<file path="config.mk">
export PLATFORM = sky130hd
export DESIGN_NAME = i2s_playback_24
export DESIGN_NICKNAME = d
export VERILOG_FILES = /design/src/rtl/i2s_playback_24.sv
export SDC_FILE = /design/constraint.sdc
export NUM_CORES = 1
export LEC_CHECK = 0
export BUFFER_PORTS_ARGS = -buffer_cell sky130_fd_sc_hd__buf_2
export CAP_MARGIN = 20
export CORE_ASPECT_RATIO = 0.9
export CORE_UTILIZATION = 35
export CTS_CLUSTER_SIZE = 14
export DETAILED_ROUTE_END_ITERATION = 16
export PLACE_DENSITY = 0.53
export SKIP_LAST_GASP = 1
export SLEW_MARGIN = 15
export SYNTH_ARGS = -nofsm -noshare
export SYNTH_HDL_FRONTEND = slang
export SYNTH_SLANG_ARGS = --single-unit
</file>
<file path="constraint.sdc">
create_clock -name clk_i -period 5.3 [get_ports clk_i]
set_input_delay 0.795 -clock clk_i [delete_from_list [all_inputs] [get_ports clk_i]]
set_output_delay 0.795 -clock clk_i [all_outputs]
set_load 0.02 [all_outputs]
</file>
<file path="src/rtl/i2s_playback_24.sv">
// I2S playback transmitter: follows an external sck/ws pair in the clk domain and
// serialises one buffered stereo pair per frame onto sd_o, MSB first, one bit after WS.
module i2s_playback_24 #(
    parameter int DATA_W = 24,
    parameter int SLOT_W = 32,
    parameter int CNT_W  = 16
) (
    input  logic                     clk_i,
    input  logic                     rst_i,
    input  logic                     sck_i,
    input  logic                     ws_i,
    input  logic signed [DATA_W-1:0] left_i,
    input  logic signed [DATA_W-1:0] right_i,
    input  logic                     valid_i,
    output logic                     ready_o,
    output logic                     sd_o,
    output logic                     frame_start_o,
    output logic                     underrun_o,
    output logic [CNT_W-1:0]         underrun_cnt_o
);

    localparam int PAD_W = SLOT_W - DATA_W;

    typedef enum logic {
        ST_UNSYNC,
        ST_RUN
    } state_t;

    state_t state_q;
    state_t state_d;

    logic                     sck_p0;
    logic                     ws_prev;
    logic                     fall;
    logic                     left_edge;
    logic                     right_edge;
    logic                     do_left;
    logic                     do_right;
    logic                     do_shift;
    logic                     xfer;

    logic [SLOT_W-1:0]        shreg;
    logic signed [DATA_W-1:0] rlatch;
    logic signed [DATA_W-1:0] hold_left;
    logic signed [DATA_W-1:0] hold_right;
    logic                     hold_full;

    function automatic logic [CNT_W-1:0] sat_inc(input logic [CNT_W-1:0] v);
        return (&v) ? v : v + CNT_W'(1);
    endfunction

    assign fall       = sck_p0 & ~sck_i;
    assign left_edge  = fall & ws_prev & ~ws_i;
    assign right_edge = fall & ~ws_prev & ws_i;
    assign ready_o    = ~hold_full;
    assign xfer       = valid_i & ready_o;

    // sck tracks even through reset so the first cycle after reset never sees a false fall
    always_ff @(posedge clk_i) begin
        sck_p0 <= sck_i;
    end

    always_ff @(posedge clk_i) begin
        if (rst_i) begin
            state_q <= ST_UNSYNC;
        end else begin
            state_q <= state_d;
        end
    end

    // Only a true 1->0 WS edge takes us out of UNSYNC, so no partial frame is ever sent
    always_comb begin
        state_d  = state_q;
        do_left  = 1'b0;
        do_right = 1'b0;
        do_shift = 1'b0;
        case (state_q)
            ST_UNSYNC: begin
                if (left_edge) begin
                    state_d = ST_RUN;
                    do_left = 1'b1;
                end
            end
            ST_RUN: begin
                if (left_edge) begin
                    do_left = 1'b1;
                end else if (right_edge) begin
                    do_right = 1'b1;
                end else if (fall) begin
                    do_shift = 1'b1;
                end
            end
            default: state_d = ST_UNSYNC;
        endcase
    end

    always_ff @(posedge clk_i) begin
        if (rst_i) begin
            ws_prev        <= 1'b0;
            sd_o           <= 1'b0;
            frame_start_o  <= 1'b0;
            underrun_o     <= 1'b0;
            underrun_cnt_o <= '0;
            shreg          <= '0;
            rlatch         <= '0;
            hold_left      <= '0;
            hold_right     <= '0;
            hold_full      <= 1'b0;
        end else begin
            frame_start_o <= 1'b0;
            underrun_o    <= 1'b0;
            if (fall) begin
                ws_prev <= ws_i;
            end

            // The WS-edge bit is the previous slot's last pad bit; data starts one SCK later
            if (do_left) begin
                sd_o          <= 1'b0;
                frame_start_o <= 1'b1;
                if (hold_full) begin
                    shreg  <= {hold_left, {PAD_W{1'b0}}};
                    rlatch <= hold_right;
                end else begin
                    shreg          <= '0;
                    rlatch         <= '0;
                    underrun_o     <= 1'b1;
                    underrun_cnt_o <= sat_inc(underrun_cnt_o);
                end
            end else if (do_right) begin
                sd_o  <= 1'b0;
                shreg <= {rlatch, {PAD_W{1'b0}}};
            end else if (do_shift) begin
                sd_o  <= shreg[SLOT_W-1];
                shreg <= {shreg[SLOT_W-2:0], 1'b0};
            end

            // A transfer landing on an underrun left load is kept for the following frame
            if (xfer) begin
                hold_left  <= left_i;
                hold_right <= right_i;
                hold_full  <= 1'b1;
            end else if (do_left) begin
                hold_full <= 1'b0;
            end
        end
    end

endmodule

</file>
==> key figures <==
Yosys
  • Post-synthesis cell area: 0.00490 mm²
  • Mean Syn Cell Area: 8.28 µm²
  • Synth Warn #: 0
  • Top cell type's share of synthesized area: 0.486
  • Compound-Gate Fraction of Synth Area: 0.253
  • Asr flop ratio synth: 0
  • Post-synthesis sequential area ratio: 0.486
  • FF+latch count, synth: 119
  • Combinational family with the most area after synthesis: compound AO/OA/AOI/OAI gates
  • Post-synth top cells: 119 x dfxtp_1, 110 x nand2_1, 89 x a21oi_1
  • EDFF count, synth: 0
  • Area leader, netlist: dfxtp_1
  • Synth top area cells: dfxtp_1 49%, a21oi_1 9.1%, nand2_1 8.4%
  • Top-count cell post-synth: dfxtp_1
  • Synth Instances: 592
  • Synth Area in XOR/XNOR: 0
  • Synth Area in Adders: 0.00255
  • Simple-Gate Fraction of Synth Area: 0.209
  • Post-synth net total: 646
  • Synth Flop Type: dfxtp_1
  • Mux contribution to synthesized area: 0.00894
  • Post-synth cell types: 40

Outcome
  • Status: completed

Flow run
  • Max cap viols: 0

Worst setup path
  • Worst path cell trace: buf_2, nand4bb_2, buf_4, nor2_1, buf_4, a21oi_1, a211oi_1
  • Worst R2R Setup Slack: 3.02 ns
  • R2r endpoint: underrun_cnt_o[15]
  • Worst path most repeated cell: buf_4
  • CP peak stage delay: 0.58 ns
  • Crit path required time: 5.61 ns
  • Crit-path slowest cell: nor2_1
  • Worst setup SP type: input port
  • Reg2reg path depth: 4
  • Worst Setup End Kind: flop
  • CP max FO: 30
  • Crit path DAT: 2.71 ns
  • Launching point of the worst reg2reg path: underrun_cnt_o[3]
  • Setup CP Type: in2reg

Die
  • # IOs: 73
  • Die width: 127 µm
  • Die height: 114 µm
  • Die ar.: 0.0145 mm²
  • Num rows: 40
  • Core Region: 0.0135 mm²
  • Initial cell density of the core: 0.363

Clock network
  • Clk Latency, worst-skew pair: 0.41 ns
  • TritonCTS clock tree: yes
  • Cts bufs inserted: 17
  • Clock slew at reported path FFs: 0.05 ns
  • Hold-fix buffers at CTS: 0
  • Cts repair resizes: 0
  • Setup repair bufs after CTS: 0
  • H-tree levels: 4
  • Clock sink count: 119
  • Root Driver: clkbuf_16
  • CTS max path bufs: 2

Global route
  • Largest net degree at the start of global routing: 76
  • First-pass GRT wire length: 20,600 µm
  • Gr usage total: 0.184
  • Number of global-route vias before repair: 3,957
  • Grt ovf: 0
  • Initial antenna violation count: 0

Timing
  • Period minus WS final: 2.40 ns
  • Max Slew Vio Count: 0
  • Final Cycle Share: 0.452
  • Final TNS setup: 0 ns
  • Setup Skew: 0.00780 ns
  • Worst-Margin Slew: 0.890 ns
  • Final setup fails: 0
  • RSZ-0062 raised after global routing: no
  • Max transition margin: 0.407
  • Upper clock frequency limit: 417 MHz
  • Hold Fails Final Rpt: 0

Min path
  • Worst Hold Launch: rlatch[2]
  • Worst Hold Class: reg2reg
  • Hold Crit Endpoint: rlatch[2]
  • Worst Hold Path Cells: 2

Layout
  • Final Util: 0.448
  • Fill count: 1,316
  • Seq. cell area: 0.00238 mm²
  • Layout Nets: 699
  • Layout cell share with drive strength beyond 1: 0.185
  • Synth-to-layout area growth: 23.6%
  • Area of the multi-input gates: 0.00235 mm²
  • Diode count: 0

Place
  • Hpwl dp: 8270 µm
  • Buffers on Ports: 72
  • Final Wtd Congestion: 0.768

Power and ir drop
  • Maximum vdd drop: 229 µV
  • Leak pwr: 2.37 nW
  • Pwr dens: 372 mW/mm²

Drt
  • DRC viols: 0
  • DRT iter0 DRCs: 238
  • Via count: 4,325
  • WL final: 12,800 µm
  • Routed wire per std cell: 15.5 µm
  • DR vias/cell: 5.24
  • Post-route ant nets: 0
  • Pre-antenna DRT Iters: 7
-- critical path: cells and delay by family --
family,cells,cell delay [ns]
AO/OA/AOI/OAI,2,0.33
buffers and inverters,3,0.73
AND/OR/NAND/NOR,2,0.84
-- stage by stage --
step | hold WS, ns | std cells | area (µm²) | worst slack [ns] | total power, W
after CTS | 0.451 | 825 | 6020 | 2.74 | 0.00227
final | 0.452 | 826 | 6060 | 2.90 | 0.00225
after global routing | 0.469 | 826 | 6060 | 2.71 | 0.00234
after global placement | 0.442 | 791 | 5360 | 2.59 | 0.00107
after detailed placement | 0.444 | 793 | 5400 | 2.49 | 0.00107
after floorplan | 0.427 | 592 | 4900 | 2.90 | 0.00102
-- cell families (layout without fill, tap and decap cells) --
| kind of cell | count (synthesis) | count (layout) |
|---|---|---|
| simple gates | 216 | 216 |
| compound gates | 200 | 200 |
| flops | 119 | 119 |
| buf+inv | 52 | 118 |
| mux | 4 | 4 |
| fa+ha+maj | 1 | 1 |
-- state kept, by name, summed over array words and instances (netlist names) --
signal          cells
hold_left          24
hold_right         24
rlatch             24
shreg              24
underrun_cnt_o     16
frame_start_o       1
hold_full           1
sck_p0              1
sd_o                1
state_q             1
underrun_o          1
ws_prev             1
-- power by group --
part | internal [W] | total, W | switching [W]
clock | 0.000768 | 0.00119 | 0.000425
sequential | 0.000922 | 0.000941 | 0.0000185
combinational | 0.0000449 | 0.000117 | 0.0000724
-- worst max path at each step --
| stage | from | end | slack (ns) |
|---|---|---|---|
| global placement | sck_i | rlatch[22] | 2.59 |
| detailed placement | sck_i | shreg[28] | 2.49 |
| finish | ws_i | shreg[20] | 2.90 |
| floorplan | sck_i | underrun_cnt_o[14] | 2.90 |
| global route | ws_i | shreg[19] | 2.71 |
| CTS | underrun_cnt_o[0] | underrun_cnt_o[6] | 2.74 |
-- cell usage in the layout, fill, tap and decap left out, types with 4 or more instances in the layout --
master | Yosys | final
dfxtp_1 | 119 | 119
clkinv_4 | 0 | 4
a21boi_0 | 23 | 23
nor2b_1 | 6 | 5
inv_1 | 4 | 4
clkbuf_16 | 0 | 17
and3_1 | 24 | 24
nand4_1 | 6 | 6
a22o_1 | 21 | 21
buf_4 | 0 | 7
a211oi_1 | 23 | 23
buf_2 | 2 | 72
nand2_1 | 110 | 110
a21oi_1 | 89 | 89
nand3_1 | 9 | 9
or4_1 | 9 | 9
o31ai_1 | 9 | 9
o21ai_0 | 27 | 27
nor2_1 | 34 | 34
-- metal layers --
layer,vias to the layer above,track usage,routed length (µm)
met4,0,0.0571,102
met2,122,0.250,5120
li1,2212,-,-
met3,9,0.0537,722
met1,1982,0.275,6850
met5,-,0,0
-- area by class of cell --
cell class                      instances  share of cell area
Inverter                                4             0.00248
Clock inverter                         13              0.0281
Timing Repair Buffer                   82              0.0791
Sequential cell                       119               0.393
Clock buffer                           19              0.0748
Multi-Input combinational cell        421               0.388
Tap cell                              168              0.0347
Power figures use the tool's default switching activity.
